**config.mk**
```make
export PLATFORM = sky130hd
export DESIGN_NAME = nsctrl_select_flat
export DESIGN_NICKNAME = d
export VERILOG_FILES = /design/src/rtl/nsctrl_select_if.sv /design/src/rtl/nsctrl_select.sv /design/src/flat_wrapper.sv
export SDC_FILE = /design/constraint.sdc
export NUM_CORES = 1
export LEC_CHECK = 0
export CAP_MARGIN = 20
export CORE_MARGIN = 5
export CORE_UTILIZATION = 47
export CTS_CLUSTER_DIAMETER = 40
export DETAILED_ROUTE_END_ITERATION = 8
export PLACE_DENSITY = 0.78
export REMOVE_ABC_BUFFERS = 1
export SYNTH_ARGS = -nofsm -noshare
export SYNTH_HDL_FRONTEND = slang
export SYNTH_SLANG_ARGS = --single-unit
export TNS_END_PERCENT = 20
```
**constraint.sdc**
```tcl
create_clock -name clk_sys -period 2.4 [get_ports clk_sys]
set_input_delay 0.36 -clock clk_sys [delete_from_list [all_inputs] [get_ports clk_sys]]
set_output_delay 0.36 -clock clk_sys [all_outputs]
set_load 0.01 [all_outputs]
```
**src/rtl/nsctrl_select_if.sv**
```systemverilog
// Bundles the source-side signals and the front-end-side outputs of the
// break-before-make control bus selector.
interface nsctrl_select_if #(
    parameter int NCH  = 8,
    parameter int NSRC = 2,
    parameter int SELW = 1
);
    logic [NSRC*NCH-1:0] src_bus;
    logic [SELW-1:0]     sel_req;
    logic                force_safe;
    logic [NCH-1:0]      ctrl_out;
    logic [SELW-1:0]     sel_cur;
    logic                switching;
    logic                switch_done;
    logic                sel_err;
    logic [7:0]          sw_count;

    // Sequencer side: drives the source buses and the selection request.
    modport master (
        output src_bus, sel_req, force_safe,
        input  ctrl_out, sel_cur, switching, switch_done, sel_err, sw_count
    );

    // Selector side.
    modport slave (
        input  src_bus, sel_req, force_safe,
        output ctrl_out, sel_cur, switching, switch_done, sel_err, sw_count
    );
endinterface

```
**src/rtl/nsctrl_select.sv**
```systemverilog
// Break-before-make selector for NMR pulse-sequence control buses. A change
// of source drives SAFE_VAL for DEAD_CYC cycles before the new source is
// routed, so two sequences are never spliced mid-pulse.
//
// state   | meaning
// --------+------------------------------------------------------------
// ST_RUN  | sel_cur routed to ctrl_out (or SAFE_VAL under force_safe)
// ST_DEAD | SAFE_VAL driven while the dead counter runs down to zero
module nsctrl_select #(
    parameter int             NCH      = 8,
    parameter int             NSRC     = 2,
    parameter int             SELW     = 1,
    parameter logic [NCH-1:0] SAFE_VAL = 8'h0C,
    parameter int             DEAD_CYC = 4
) (
    input  logic               clk_sys,
    input  logic               rst_n,
    nsctrl_select_if.slave     bus
);
    typedef enum logic {ST_RUN, ST_DEAD} state_t;

    state_t          r_state, w_state_nxt;
    logic [7:0]      r_cnt, w_cnt_nxt;
    logic [SELW-1:0] r_target, w_target_nxt;
    logic [SELW-1:0] r_sel_cur, w_sel_cur_nxt;
    logic [NCH-1:0]  r_ctrl, w_ctrl_nxt;
    logic            r_done, w_done_nxt;
    logic            r_err, w_err_nxt;
    logic [7:0]      r_sw_count, w_sw_count_nxt;

    logic [NCH-1:0]  w_src_cur;
    logic [NCH-1:0]  w_src_tgt;
    logic            w_req_ok;

    assign w_req_ok = (32'(bus.sel_req) < NSRC);

    // Source muxes for the currently routed source and the pending target;
    // an explicit match loop keeps the selects inside the bus.
    always_comb begin
        w_src_cur = SAFE_VAL;
        w_src_tgt = SAFE_VAL;
        for (int k = 0; k < NSRC; k++) begin
            if (r_sel_cur == SELW'(k)) w_src_cur = bus.src_bus[k*NCH +: NCH];
            if (r_target  == SELW'(k)) w_src_tgt = bus.src_bus[k*NCH +: NCH];
        end
    end

    // Next-state and next-output decode for RUN/DEAD.
    always_comb begin
        w_state_nxt    = r_state;
        w_cnt_nxt      = r_cnt;
        w_target_nxt   = r_target;
        w_sel_cur_nxt  = r_sel_cur;
        w_ctrl_nxt     = r_ctrl;
        w_done_nxt     = 1'b0;
        w_err_nxt      = 1'b0;
        w_sw_count_nxt = r_sw_count;
        case (r_state)
            ST_RUN: begin
                if (w_req_ok && (bus.sel_req != r_sel_cur)) begin
                    w_target_nxt = bus.sel_req;
                    w_ctrl_nxt   = SAFE_VAL;
                    w_cnt_nxt    = 8'(DEAD_CYC - 1);
                    w_state_nxt  = ST_DEAD;
                end else begin
                    // Out-of-range requests keep routing the current source.
                    w_err_nxt  = ~w_req_ok;
                    w_ctrl_nxt = bus.force_safe ? SAFE_VAL : w_src_cur;
                end
            end
            ST_DEAD: begin
                if (r_cnt != 8'd0) begin
                    w_ctrl_nxt = SAFE_VAL;
                    w_cnt_nxt  = r_cnt - 8'd1;
                end else begin
                    w_sel_cur_nxt = r_target;
                    w_ctrl_nxt    = bus.force_safe ? SAFE_VAL : w_src_tgt;
                    w_done_nxt    = 1'b1;
                    if (r_sw_count != 8'hFF) w_sw_count_nxt = r_sw_count + 8'd1;
                    w_state_nxt   = ST_RUN;
                end
            end
            default: w_state_nxt = ST_RUN;
        endcase
    end

    // State and output registers with synchronous active-low reset.
    always_ff @(posedge clk_sys) begin
        if (!rst_n) begin
            r_state    <= ST_RUN;
            r_cnt      <= 8'd0;
            r_target   <= '0;
            r_sel_cur  <= '0;
            r_ctrl     <= SAFE_VAL;
            r_done     <= 1'b0;
            r_err      <= 1'b0;
            r_sw_count <= 8'd0;
        end else begin
            r_state    <= w_state_nxt;
            r_cnt      <= w_cnt_nxt;
            r_target   <= w_target_nxt;
            r_sel_cur  <= w_sel_cur_nxt;
            r_ctrl     <= w_ctrl_nxt;
            r_done     <= w_done_nxt;
            r_err      <= w_err_nxt;
            r_sw_count <= w_sw_count_nxt;
        end
    end

    assign bus.ctrl_out    = r_ctrl;
    assign bus.sel_cur     = r_sel_cur;
    assign bus.switching   = (r_state == ST_DEAD);
    assign bus.switch_done = r_done;
    assign bus.sel_err     = r_err;
    assign bus.sw_count    = r_sw_count;
endmodule
```
**src/flat_wrapper.sv**
```systemverilog
// flat-port wrapper written by rule: the top's interface ports become plain ports
module nsctrl_select_flat 
#(
    parameter int             NCH      = 8,
    parameter int             NSRC     = 2,
    parameter int             SELW     = 1,
    parameter logic [NCH-1:0] SAFE_VAL = 8'h0C,
    parameter int             DEAD_CYC = 4
)
  (clk_sys, rst_n, bus_src_bus, bus_sel_req, bus_force_safe, bus_ctrl_out, bus_sel_cur, bus_switching, bus_switch_done, bus_sel_err, bus_sw_count);
  nsctrl_select_if #(.NCH(NCH), .NSRC(NSRC), .SELW(SELW)) bus_i ();
  input  logic clk_sys;
  input  logic rst_n;
  input wire logic [$bits(bus_i.src_bus)-1:0] bus_src_bus;
  input wire logic [$bits(bus_i.sel_req)-1:0] bus_sel_req;
  input wire logic [$bits(bus_i.force_safe)-1:0] bus_force_safe;
  output wire logic [$bits(bus_i.ctrl_out)-1:0] bus_ctrl_out;
  output wire logic [$bits(bus_i.sel_cur)-1:0] bus_sel_cur;
  output wire logic [$bits(bus_i.switching)-1:0] bus_switching;
  output wire logic [$bits(bus_i.switch_done)-1:0] bus_switch_done;
  output wire logic [$bits(bus_i.sel_err)-1:0] bus_sel_err;
  output wire logic [$bits(bus_i.sw_count)-1:0] bus_sw_count;
  assign bus_i.src_bus = bus_src_bus;
  assign bus_i.sel_req = bus_sel_req;
  assign bus_i.force_safe = bus_force_safe;
  assign bus_ctrl_out = bus_i.ctrl_out;
  assign bus_sel_cur = bus_i.sel_cur;
  assign bus_switching = bus_i.switching;
  assign bus_switch_done = bus_i.switch_done;
  assign bus_sel_err = bus_i.sel_err;
  assign bus_sw_count = bus_i.sw_count;
  nsctrl_select #(.NCH(NCH), .NSRC(NSRC), .SELW(SELW), .SAFE_VAL(SAFE_VAL), .DEAD_CYC(DEAD_CYC)) u_core (.clk_sys(clk_sys), .rst_n(rst_n), .bus(bus_i));
endmodule
```
Yosys cells after proc, flatten, opt, wreduce, memory -nomap -nowiden
Cells that the tools add are included.

$add $sub $neg: 2. $mul: 0. Div/mod/pow operators: 0. Magnitude comparators: 0. Equal/unequal tests: 4. Shifts and indexed selects: 0. Mux-type cells: 14. Bitwise operators: 2. Reductions and logical operators: 6.

Operators by type and width (number): $mux W8 (8); $pmux W8 S2 (2); $add A8 B1 Y8 const B (1); $ne A8 B8 Y1 const B (1); $reduce_and A2 Y1 (4); $reduce_bool A8 Y1 (1); $sub A8 B1 Y8 const B (1); $mux W1 (3); $reduce_and A3 Y1 (1); $ne A2 B1 Y1 const B (1); $ne A2 B2 Y1 const B (1); $not A1 Y1 (2); $pmux W1 S2 (1); $ne A1 B1 Y1 (1).

Register bits: 28. Latch bits: 0. Memory bits (writable): 0. ROM bits: 0. Output and inout bits: 20. Logic and storage cells: 35. Memories kept: 0.

Depth between registers and ports, before layout
Word-level depth: 4. Mapped depth: 7. Depth with buffers taken out: 6.

Least setup slack after synthesis
OpenSTA, ideal clock, no wires.

Path kind: reg2reg. Start: register u_core.r_cnt[0]. End: register u_core.r_cnt[2]. Data arrival time: 1.645 ns. Required time: 2.330 ns. Slack: 0.686 ns. Stages on the path, launching flop included: 8. Cell sequence: dfxtp_1 > inv_1 > ha_1 > nor4b_4 > and3_1 > buf_2 > or4_1 > a21oi_1.

Word-level cells in the longest chain between the ends: 3. Elaborated cells between the ends (all ways): 6.

Ends and longest elaborated chain: start: declaration (line nsctrl_select.sv:23) `logic [7:0] r_cnt, w_cnt_nxt;`; start signal: assignment (line nsctrl_select.sv:100) `r_cnt <= w_cnt_nxt;`; $sub A8 B1 Y8 / $reduce_bool A8 Y1 (equally long branches) (line nsctrl_select.sv:74, nsctrl_select.sv:72); $mux W8 / $ne A2 B2 Y1 (equally long branches); $pmux W8 S2 / $reduce_and A2 Y1 (equally long branches).

Parallel ways exist; a longest one is shown, timed or not. The select of a mux whose other input is x is not followed. A chain may end at the register's enable or synchronous reset.

Worst setup path after layout
Start: register u_core.r_cnt[0]. End: register u_core.r_sw_count[3], in the netlist u_core.bus.sw_count[3].

Word-level cells in the longest chain between the ends: 3.

Ends and longest elaborated chain: $reduce_bool A8 Y1 (line nsctrl_select.sv:72) `if (r_cnt != 8'd0) begin`; $not A1 Y1 (no source line); $reduce_and A3 Y1 (no source line); end signal: assignment (line nsctrl_select.sv:106) `r_sw_count <= w_sw_count_nxt;`; end: declaration (line nsctrl_select.sv:29) `logic [7:0] r_sw_count, w_sw_count_nxt;`.

Every way passes these cells.

==> impl_metrics.ini <==
[run_status]
outcome = finished, final reports clean

[worst_setup_path]
path_cells = inv_1, ha_1, nor4b_4, nand3_2, or4_1, a21oi_1
path_max_fanout = 18
cp.required_ns = 2.67
worst_path_largest_cell_delay_ns = 0.49
critPathSlowestCell = or4_1
end_kind = register
reg2regPathDepth = 6
r2r-start = u_core.r_cnt[0]
r2r_slack_ns = 0.32
startpoint_type = register
worstSetupPathType = register to register
arrival_ns = 2.35
worst_r2r_endpoint = u_core.bus.sw_count[3]

[clock_tree]
numCtsBuffers = 3
cts_max_level = 1
cts-root-buf = clkbuf_4
clk_pin_slew_ns = 0.16
post-cts-setup-buffers = 0
cts_tree = yes
clockBufferDepth = 2
numClockSinks = 28
ctsResizeCount = 0
cts_hold_buf = 0
worstSkewPairLatency_ns = 0.33

[die]
die_x_um = 65.8
rows = 20
core_area_um2 = 3030
io_pins = 40
die_h_um = 65.8
start_util_pct = 48.3
dieArea_um2 = 4330

[sta]
relSlewSlack_pct = 60.0
fin_setup_tns_ns = 0
finalClockSkew_ns = 0.00724
setup_violations = 0
drv_slew = 0
hold_viol = 0
fmax_ghz = 0.481
rsz0062_at_grt = no
period_share_pct = 86.6
period_needed_ns = 2.08
worst_pin_slew_ns = 0.599

[routing]
drt-met1-wl_um = 1450
dr_wl_met2_um = 1870
dr.pass1.iters = 4
wl_um = 3550
ant_nets = 0
drt-initial-drc-count = 54
wire_per_inst_um = 14.7
topRoutingLayerUsed = met4
vias_per_cell = 5.70
dr_total_vias = 1374
wl_met3_um = 142
drc = 0

[synthesis]
ys_types = 43
async_reset_ff_share_pct = 0
synth.cell_area_um2 = 1460
ys.flop_type = dfxtp_1
synth-edff-count = 0
synth_top_area_cell = dfxtp_1
synth_top_area_share_pct = 38.3
synthTopCellsByArea = dfxtp_1 38%, mux2i_1 12%, a21oi_1 5.1%
ys_warn_count = 0
syn_inst = 162
ys_seq_elements = 28
yosysSeqAreaShare_pct = 38.3
syn_avg_cell_area_um2 = 9.03

[flow_run]
max-cap-violations = 0

[global_routing]
grtUsageTotal_pct = 17.2
grt_first_pass_wirelength_um = 5840
grt_max_degree = 19
antenna_found_initial = 0
grt.overflow.total = 0
grt_pass1_vias = 1363

[power]
swShare_pct = 31.2
pwr-share-clk_pct = 24.8
combPwrFrac_pct = 30.0
seq_power_share_pct = 45.2
p_per_area_nw_per_um2 = 656
switchingPower_mw = 0.392
peakVddDrop_mv = 0.366
cellLeakagePower_nw = 0.671
intPower_mw = 0.864

[hold_path]
whs_path_depth = 2
holdCritPathClass = register to register
min_from = u_core.bus.sw_count[6]
hold-path-endpoint = u_core.bus.sw_count[6]

[placed_design]
dpl.hpwl_um = 2700
io_buffers = 38
place_area_um2 = 1860
place_congestion = 0.779

[layout]
syn_to_final_growth_pct = 31.0
fin_nets = 220
drive_above_1_share_pct = 5.58
antenna_cells = 0
design_area_um2 = 1920
n_fill_cell = 280
worst max-delay path by stage:
stage | depth (start not counted) | startpoint | to
5_1_grt | 6 | u_core.r_cnt[0] | u_core.bus.sw_count[3]
2_1_floorplan | 4 | u_core.bus.sel_cur | u_core.r_cnt[3]
4_1_cts | 6 | u_core.r_cnt[0] | u_core.bus.sw_count[3]
6_report | 6 | u_core.r_cnt[0] | u_core.bus.sw_count[3]
3_3_place_gp | 5 | bus_sel_req | u_core.r_cnt[3]
3_5_place_dp | 5 | bus_sel_req | u_core.r_cnt[3]
routing by layer:
metal	global-route usage (%)	vias up
li1	-	673
met1	18.8	663
met5	0	-
met3	2.21	6
met2	31.8	32
met4	8.81	0
metrics by stage:
step | worst slack, ns | total power [mW] | utilization [%] | instances | hold WS [ns]
2_1_floorplan | 0.646 | 0.812 | - | 153 | 0.455
3_5_place_dp | 0.370 | 0.950 | 61.5 | 237 | 0.503
4_1_cts | 0.326 | 1.26 | 63.3 | 241 | 0.525
5_1_grt | 0.202 | 1.33 | 63.3 | 241 | 0.545
3_3_place_gp | 0.415 | 0.934 | 61.5 | 237 | 0.481
6_report | 0.321 | 1.26 | 63.3 | 241 | 0.518
power groups by stage:
| stage | sequential [mW] | clock (mW) | combinational [mW] |
|---|---|---|---|
| final | 0.568 | 0.311 | 0.377 |
| after global routing | 0.575 | 0.340 | 0.414 |
| after CTS | 0.566 | 0.317 | 0.378 |
| after detailed placement | 0.575 | 0 | 0.375 |
| after global placement | 0.571 | 0 | 0.363 |
| after floorplan | 0.575 | 0 | 0.236 |
final cells by class:
cell class | count | area [um^2] | share of cell area [%]
Sequential cell | 28 | 561 | 29.3
Multi-Input combinational cell | 117 | 822 | 42.9
Inverter | 8 | 30.0 | 1.57
Clock inverter | 1 | 30.0 | 1.57
Tap cell | 44 | 55.1 | 2.87
Timing Repair Buffer | 40 | 395 | 20.6
Clock buffer | 3 | 22.5 | 1.18
critical path, delay by kind of cell (launching register included):
family	cells	cell delay [ns]
AND/OR/NAND/NOR	3	1.22
adder cells (fa/ha/maj)	1	0.18
flip-flops	1	0.38
AO/OA/AOI/OAI	1	0.17
buffers and inverters	1	0.07
registers in the layout, summed over array words and instances (netlist names):
register,flops
u_core.bus.switching,1
u_core.r_cnt,8
u_core.r_target,1
u_core.bus.switch_done,1
u_core.bus.sw_count,8
u_core.bus.ctrl_out,8
u_core.bus.sel_cur,1
cells in the mapped netlist (all sizes together) (4+ instances only):
| cell | instances |
|---|---|
| nor2 | 16 |
| or4 | 5 |
| a21oi | 15 |
| o31ai | 4 |
| mux2i | 17 |
| nand2 | 5 |
| dfxtp | 28 |
| or3 | 4 |
| inv | 7 |
| nand3 | 5 |
| clkbuf | 6 |
| o22a | 6 |
layout by cell type (no fill, tap or decap), types with 3 or more instances in the layout:
cell type / n
clkdlybuf4s50_1: 38
dfxtp_1: 28
mux2i_1: 17
nor2_1: 16
a21oi_1: 15
inv_1: 7
o22a_1: 6
or4_1: 5
nand2_1: 5
nand3_1: 4
o31ai_1: 4
nand4_1: 3
o41ai_1: 3
nand2b_1: 3
o21ai_0: 3
or3_1: 3
clkbuf_4: 3
cells by family (layout without fill, tap and decap cells):
| group | after synthesis | count (layout) | share of synthesized area [%] |
|---|---|---|---|
| compound gates | 43 | 43 | 20.5 |
| simple gates | 52 | 52 | 20.9 |
| fa+ha+maj | 2 | 2 | 1.71 |
| flops | 28 | 28 | 38.3 |
| xor+xnor | 2 | 2 | 1.20 |
| other cells | 1 | 1 | 0.256 |
| buf+inv | 17 | 52 | 5.47 |
| mux | 17 | 17 | 11.6 |
Note: power is estimated with default switching activity, not from simulation.
